--- config.mk ---
export PLATFORM = sky130hd
export DESIGN_NAME = sq_deq_policy_flat
export DESIGN_NICKNAME = d
export VERILOG_FILES = /design/src/rtl/sq_deq_policy_pkg.sv /design/src/rtl/sq_deq_policy_if.sv /design/src/rtl/queue_occupancy.sv /design/src/rtl/sq_deq_policy.sv /design/src/flat_wrapper.sv
export SDC_FILE = /design/constraint.sdc
export NUM_CORES = 1
export LEC_CHECK = 0
export ABC_AREA = 1
export BUFFER_PORTS_ARGS = -buffer_cell sky130_fd_sc_hd__buf_4
export CAP_MARGIN = 20
export CORE_ASPECT_RATIO = 1.2
export CORE_MARGIN = 2
export CORE_UTILIZATION = 45
export DETAILED_ROUTE_END_ITERATION = 8
export GPL_ROUTABILITY_DRIVEN = 0
export PLACE_DENSITY = 0.77
export SLEW_MARGIN = 10
export SYNTH_ARGS = -nofsm -noshare
export SYNTH_HDL_FRONTEND = slang
export SYNTH_SLANG_ARGS = --single-unit
--- constraint.sdc ---
create_clock -name clock -period 1.8 [get_ports clock]
set_input_delay 0.09 -clock clock [delete_from_list [all_inputs] [get_ports clock]]
set_output_delay 0.09 -clock clock [all_outputs]
set_load 0.005 [all_outputs]
--- src/rtl/sq_deq_policy_pkg.sv ---
// Shared store-queue definitions: default geometry, pointer width and the
// dequeue FSM state encoding.
package sq_deq_policy_pkg;

  localparam int unsigned SQ_QUEUE_SIZE     = 8;
  localparam int unsigned SQ_QUEUE_SIZE_LOG = 3;
  // Pointers carry one extra wrap bit above the index.
  localparam int unsigned SQ_PTR_W          = SQ_QUEUE_SIZE_LOG + 1;

  typedef enum logic [1:0] {
    StIdle    = 2'd0,
    StReq     = 2'd1,
    StWaitAck = 2'd2
  } deq_state_e;

endpackage

--- src/rtl/sq_deq_policy_if.sv ---
// Signal bundle between the store queue (master) and its dequeue policy (slave).
interface sq_deq_policy_if
  import sq_deq_policy_pkg::*;
#(
  parameter int unsigned QUEUE_SIZE     = SQ_QUEUE_SIZE,
  parameter int unsigned QUEUE_SIZE_LOG = SQ_QUEUE_SIZE_LOG
);

  logic [QUEUE_SIZE_LOG:0]   enq_ptr;
  logic                      commit_valid;
  logic                      mem_req_ready;
  logic                      mem_ack;
  logic                      mem_req_valid;
  logic [QUEUE_SIZE_LOG-1:0] mem_req_idx;
  logic                      deq_fire;
  logic [QUEUE_SIZE_LOG:0]   deq_ptr;
  logic [QUEUE_SIZE-1:0]     deq_ptr_oh;
  logic [QUEUE_SIZE_LOG:0]   commit_ptr;
  logic                      sq_full;
  logic                      sq_empty;
  logic [QUEUE_SIZE_LOG:0]   sq_count;
  logic                      commit_err;

  modport master (
    output enq_ptr, commit_valid, mem_req_ready, mem_ack,
    input  mem_req_valid, mem_req_idx, deq_fire, deq_ptr, deq_ptr_oh, commit_ptr,
           sq_full, sq_empty, sq_count, commit_err
  );

  modport slave (
    input  enq_ptr, commit_valid, mem_req_ready, mem_ack,
    output mem_req_valid, mem_req_idx, deq_fire, deq_ptr, deq_ptr_oh, commit_ptr,
           sq_full, sq_empty, sq_count, commit_err
  );

endinterface

--- src/rtl/queue_occupancy.sv ---
// Full/empty/count derived from a pair of wrap-bit pointers; shared by the
// in-order queues.
module queue_occupancy #(
  parameter int unsigned QUEUE_SIZE     = 8,
  parameter int unsigned QUEUE_SIZE_LOG = 3
) (
  input  logic [QUEUE_SIZE_LOG:0] enq_ptr_i,
  input  logic [QUEUE_SIZE_LOG:0] deq_ptr_i,
  output logic                    full_o,
  output logic                    empty_o,
  output logic [QUEUE_SIZE_LOG:0] count_o
);

  localparam int unsigned PtrW = QUEUE_SIZE_LOG + 1;

  always_comb begin
    count_o = enq_ptr_i - deq_ptr_i;
    empty_o = (enq_ptr_i == deq_ptr_i);
    // Same index, opposite wrap bit is exactly a distance of QUEUE_SIZE.
    full_o  = (count_o == PtrW'(QUEUE_SIZE));
  end

endmodule

--- src/rtl/sq_deq_policy.sv ---
// Store-queue dequeue policy: tracks the commit and dequeue pointers and
// writes committed entries to the dcache one at a time.
module sq_deq_policy
  import sq_deq_policy_pkg::*;
#(
  parameter int unsigned QUEUE_SIZE     = SQ_QUEUE_SIZE,
  parameter int unsigned QUEUE_SIZE_LOG = SQ_QUEUE_SIZE_LOG
) (
  input logic            clock,
  input logic            reset,
  sq_deq_policy_if.slave bus
);

  localparam int unsigned PtrW = QUEUE_SIZE_LOG + 1;

  logic [PtrW-1:0]       deq_ptr_q, deq_ptr_d;
  logic [PtrW-1:0]       commit_ptr_q, commit_ptr_d;
  deq_state_e            state_q, state_d;
  logic                  commit_ok;
  logic                  ack_in_wait;
  logic                  deq_fire;
  logic                  req_valid;
  logic [QUEUE_SIZE-1:0] deq_oh;
  logic                  occ_full, occ_empty;
  logic [PtrW-1:0]       occ_count;

  always_comb begin
    commit_ok    = bus.commit_valid && (commit_ptr_q != bus.enq_ptr);
    commit_ptr_d = commit_ptr_q;
    if (commit_ok) begin
      commit_ptr_d = commit_ptr_q + PtrW'(1);
    end
  end

  always_comb begin
    state_d     = state_q;
    req_valid   = 1'b0;
    ack_in_wait = 1'b0;
    case (state_q)
      StIdle: begin
        if (commit_ptr_q != deq_ptr_q) state_d = StReq;
      end
      StReq: begin
        req_valid = 1'b1;
        if (bus.mem_req_ready) state_d = StWaitAck;
      end
      StWaitAck: begin
        if (bus.mem_ack) begin
          ack_in_wait = 1'b1;
          state_d     = StIdle;
        end
      end
      default: state_d = StIdle;
    endcase
  end

  // A reset abandons any in-flight write, so an ack in that cycle must not retire.
  assign deq_fire  = ack_in_wait && !reset;
  assign deq_ptr_d = deq_fire ? deq_ptr_q + PtrW'(1) : deq_ptr_q;

  always_ff @(posedge clock) begin
    if (reset) begin
      state_q      <= StIdle;
      deq_ptr_q    <= '0;
      commit_ptr_q <= '0;
    end else begin
      state_q      <= state_d;
      deq_ptr_q    <= deq_ptr_d;
      commit_ptr_q <= commit_ptr_d;
    end
  end

  always_comb begin
    deq_oh = '0;
    deq_oh[deq_ptr_q[QUEUE_SIZE_LOG-1:0]] = 1'b1;
  end

  queue_occupancy #(
    .QUEUE_SIZE    (QUEUE_SIZE),
    .QUEUE_SIZE_LOG(QUEUE_SIZE_LOG)
  ) u_occupancy (
    .enq_ptr_i(bus.enq_ptr),
    .deq_ptr_i(deq_ptr_q),
    .full_o   (occ_full),
    .empty_o  (occ_empty),
    .count_o  (occ_count)
  );

  assign bus.mem_req_valid = req_valid;
  assign bus.mem_req_idx   = deq_ptr_q[QUEUE_SIZE_LOG-1:0];
  assign bus.deq_fire      = deq_fire;
  assign bus.deq_ptr       = deq_ptr_q;
  assign bus.deq_ptr_oh    = deq_oh;
  assign bus.commit_ptr    = commit_ptr_q;
  assign bus.sq_full       = occ_full;
  assign bus.sq_empty      = occ_empty;
  assign bus.sq_count      = occ_count;
  assign bus.commit_err    = bus.commit_valid && !commit_ok && !reset;

endmodule

--- src/flat_wrapper.sv ---
// flat-port wrapper written by rule: the top's interface ports become plain ports
module sq_deq_policy_flat import sq_deq_policy_pkg::*;
#(
  parameter int unsigned QUEUE_SIZE     = SQ_QUEUE_SIZE,
  parameter int unsigned QUEUE_SIZE_LOG = SQ_QUEUE_SIZE_LOG
)
  (clock, reset, bus_enq_ptr, bus_commit_valid, bus_mem_req_ready, bus_mem_ack, bus_mem_req_valid, bus_mem_req_idx, bus_deq_fire, bus_deq_ptr, bus_deq_ptr_oh, bus_commit_ptr, bus_sq_full, bus_sq_empty, bus_sq_count, bus_commit_err);
  sq_deq_policy_if #(.QUEUE_SIZE(QUEUE_SIZE), .QUEUE_SIZE_LOG(QUEUE_SIZE_LOG)) bus_i ();
  input logic clock;
  input logic reset;
  input wire logic [$bits(bus_i.enq_ptr)-1:0] bus_enq_ptr;
  input wire logic [$bits(bus_i.commit_valid)-1:0] bus_commit_valid;
  input wire logic [$bits(bus_i.mem_req_ready)-1:0] bus_mem_req_ready;
  input wire logic [$bits(bus_i.mem_ack)-1:0] bus_mem_ack;
  output wire logic [$bits(bus_i.mem_req_valid)-1:0] bus_mem_req_valid;
  output wire logic [$bits(bus_i.mem_req_idx)-1:0] bus_mem_req_idx;
  output wire logic [$bits(bus_i.deq_fire)-1:0] bus_deq_fire;
  output wire logic [$bits(bus_i.deq_ptr)-1:0] bus_deq_ptr;
  output wire logic [$bits(bus_i.deq_ptr_oh)-1:0] bus_deq_ptr_oh;
  output wire logic [$bits(bus_i.commit_ptr)-1:0] bus_commit_ptr;
  output wire logic [$bits(bus_i.sq_full)-1:0] bus_sq_full;
  output wire logic [$bits(bus_i.sq_empty)-1:0] bus_sq_empty;
  output wire logic [$bits(bus_i.sq_count)-1:0] bus_sq_count;
  output wire logic [$bits(bus_i.commit_err)-1:0] bus_commit_err;
  assign bus_i.enq_ptr = bus_enq_ptr;
  assign bus_i.commit_valid = bus_commit_valid;
  assign bus_i.mem_req_ready = bus_mem_req_ready;
  assign bus_i.mem_ack = bus_mem_ack;
  assign bus_mem_req_valid = bus_i.mem_req_valid;
  assign bus_mem_req_idx = bus_i.mem_req_idx;
  assign bus_deq_fire = bus_i.deq_fire;
  assign bus_deq_ptr = bus_i.deq_ptr;
  assign bus_deq_ptr_oh = bus_i.deq_ptr_oh;
  assign bus_commit_ptr = bus_i.commit_ptr;
  assign bus_sq_full = bus_i.sq_full;
  assign bus_sq_empty = bus_i.sq_empty;
  assign bus_sq_count = bus_i.sq_count;
  assign bus_commit_err = bus_i.commit_err;
  sq_deq_policy #(.QUEUE_SIZE(QUEUE_SIZE), .QUEUE_SIZE_LOG(QUEUE_SIZE_LOG)) u_core (.clock(clock), .reset(reset), .bus(bus_i));
endmodule
==> key figures <==
Synthesis
  • Mapped Nets: 142
  • Top-area cell type share of the netlist area: approximately a quarter
  • Synth Flop Type: dfxtp_1
  • Most numerous cell in the Yosys netlist: nand2_1
  • Synth cell types: 21
  • Post-Synthesis Cells: around 130
  • Post-synth top cells: nand2_1, inv_1, nor3_1
  • Post-synth EDFFs: 0
  • Post-synthesis register bit count: 10
  • Mapped cell area: 806 sq um
  • Ys async rst share: 0%
  • Synth Warn #: 0
  • Largest area contributor in the netlist: dfxtp_1
  • Syn avg cell area: 6.34 sq um
  • Register area share after synthesis: roughly a quarter
  • Area contributors post-synth: dfxtp_1, nand2_1, inv_1, ha_1, nor3_1

STA
  • Hold WS: approximately 0.076 ns
  • Final setup fails: 0
  • Slew @ Worst Pin: approximately 0.36 ns
  • Max Fclk: around 0.57 GHz
  • Fin crit period: 1.75 ns
  • Slew Viols, Final: 0
  • Final hold viol count: 0
  • Setup Skew: just under 0.0009 ns
  • Period utilization: 97.2%
  • Slew HR: between 70% and 80%
  • RSZ-0062 raised after global routing: true

Worst setup path
  • Register-to-Register Setup Slack: a little over 0.5 ns
  • Critical Path RT: between 1.5 and 2 ns
  • Worst r2r path cells: 8
  • Data arrival at the endpoint of the critical path: ~1.7 ns
  • Crit path kind: reg2out
  • Crit-path max FO: 2
  • Worst setup EP type: output port
  • Nature of the critical path startpoint: flip-flop
  • Crit path launch: u_core.bus.deq_ptr[0]
  • Worst Setup EP: bus_sq_full
  • Worst flop-to-flop path startpoint: u_core.bus.commit_ptr[1]
  • Critical R2R Capture: u_core.bus.commit_ptr[1]

Floorplan
  • I/O pins: 37
  • Die Wd: between 40 and 50 um
  • Starting Density: 48.5%
  • Core area: 0.00166 sq mm
  • Die ar.: around 0.0021 sq mm
  • Row count: 16
  • Die Y-Extent: roughly 50 um

Pwr
  • Leakage power: between 0.6 and 0.7 nW
  • Pwr dens: 482 mW/mm^2
  • Peak VDD IR: around 0.00040 V
  • Final Power: between 0.5 and 0.6 mW

Final layout
  • Post-route insts no fill: 182
  • Diodes inserted: 0
  • Design area: ~0.0012 sq mm
  • Share of cells above drive strength 1: between 30% and 40%
  • Fin nets: around 180
  • Area Growth Syn to Fin: 45.5%
  • Number of fill cells: about 150

Global route
  • Global-route wire length before repair: 3350 um
  • Number of global-route vias before repair: 821
  • Largest net degree at the start of global routing: 11
  • Initial antenna violation count: 0
  • Global route total overflow: 0
  • GRT Util Overall: 20.0%

Clock tree
  • H-tree depth: 1
  • CTS root buffer: clkbuf_4
  • Insertion delay to the later sink of the worst-skew pair: about 0.26 ns
  • TritonCTS clock tree: built
  • Post-CTS Hold Fix Bufs: 0
  • Clk sinks: 10
  • CTS Buf Count: 3
  • Clock Tree Buf Depth: 2
  • Clock slew at reported path FFs: ~0.060 ns

Routing
  • Post-route ant nets: 0
  • DRT Wirelength: ~2200 um
  • Via density: roughly 5.1
  • Drt drc: 0
  • Initial drt markers: 29
  • Vias: a little over 900
  • Wire per inst: about 12 um
  • Drt pass-1 iters: 4

Placement
  • Placed cell count: around 180
  • PortBufs: 36
  • Post-DP HPWL: roughly 1700 um
  • Area post-placement: between 0.001 and 0.0015 sq mm

Worst hold path
  • Hold Path Class: in2reg

Run status
  • Outcome: finished, final reports clean

Run
  • Max Cap Viol: 0
[routing by layer]
| metal | global-route usage, % | routed length [um] |
|---|---|---|
| met4 | 7.29 | 39 |
| met5 | 0 | 0 |
| met2 | 36.6 | 1120 |
| met3 | 3.24 | 125 |
| met1 | 22.6 | 898 |
[worst min path at each step]
stage	startpoint	end	slack [ns]	cells after the start
final	reset	u_core.bus.deq_ptr[1]	0.08	2
after CTS	reset	u_core.bus.commit_ptr[2]	0.07	2
after global routing	reset	u_core.bus.deq_ptr[1]	0.08	2
after detailed placement	reset	u_core.bus.commit_ptr[2]	0.35	2
after global placement	reset	u_core.bus.commit_ptr[2]	0.35	2
after floorplan	bus_commit_valid	u_core.bus.commit_ptr[2]	0.26	2
[cells in the final DEF, fill, tap and decap left out, drive strengths merged]
cell and n:
buf 39, nand2 37, inv 19, nor3 11, a21oi 10, dfxtp 10
nor2 9, nand3 8, ha 5, xor2 3, nand3b 3, clkbuf 3
xnor2 2, o21ai 2, and2 1, a211oi 1, fa 1
[timing repair]
item                       4_1_cts  5_1_grt
pin swaps                        0        3
resized for setup                5       10
buffers inserted                 0        0
setup endpoints to repair        2        2
[per-stage QoR]
stage | worst slack [ns] | utilization (%) | TNS, ns
3_3_place_gp | 0.202 | 65.6 | 0
6_report | 0.0510 | 70.6 | 0
2_1_floorplan | 0.199 | - | 0
5_1_grt | -0.0114 | 70.6 | -0.0114
4_1_cts | 0.00970 | 68.4 | 0
3_5_place_dp | 0.136 | 65.6 | 0
[final cells by class]
| class | instances | area, sq um | share of cell area, % |
|---|---|---|---|
| multi-input cells | 93 | 558 | 47.6 |
| repair buffers | 39 | 293 | 25.0 |
| flip-flops and latches | 10 | 205 | 17.5 |
| inverters | 19 | 71.3 | 6.08 |
| clock buffers | 3 | 22.5 | 1.92 |
| well taps | 18 | 22.5 | 1.92 |
[cells by family after synthesis]
kind of cell / after synthesis / share of synthesized area (%)
xor gates and xnor gates: 5 / 5.44
DFF: 10 / 24.8
and+or+nand+nor: 69 / 38.4
buffers and inverters: 24 / 12.7
adders and majority gates: 6 / 10.2
AOI/OAI and AO/OA: 13 / 8.39
[flip-flops by register name, summed over array words and instances, names as in the netlist]
signal,count
u_core.state_q,2
u_core.bus.commit_ptr,4
u_core.bus.deq_ptr,4
[power breakdown]
group          internal (mW)  switching, mW
sequential             0.230         0.0137
combinational         0.0842         0.0836
clock                 0.0773         0.0760
total                  0.392          0.173
[critical path: stages, from the launching register on]
cell and delay, ns:
dfxtp_2 0.33, ha_4 0.17, fa_2 0.35, xnor2_2 0.16, nor3_2 0.16, and2_1 0.13, buf_4 0.10
Power figures use the tool's default switching activity.
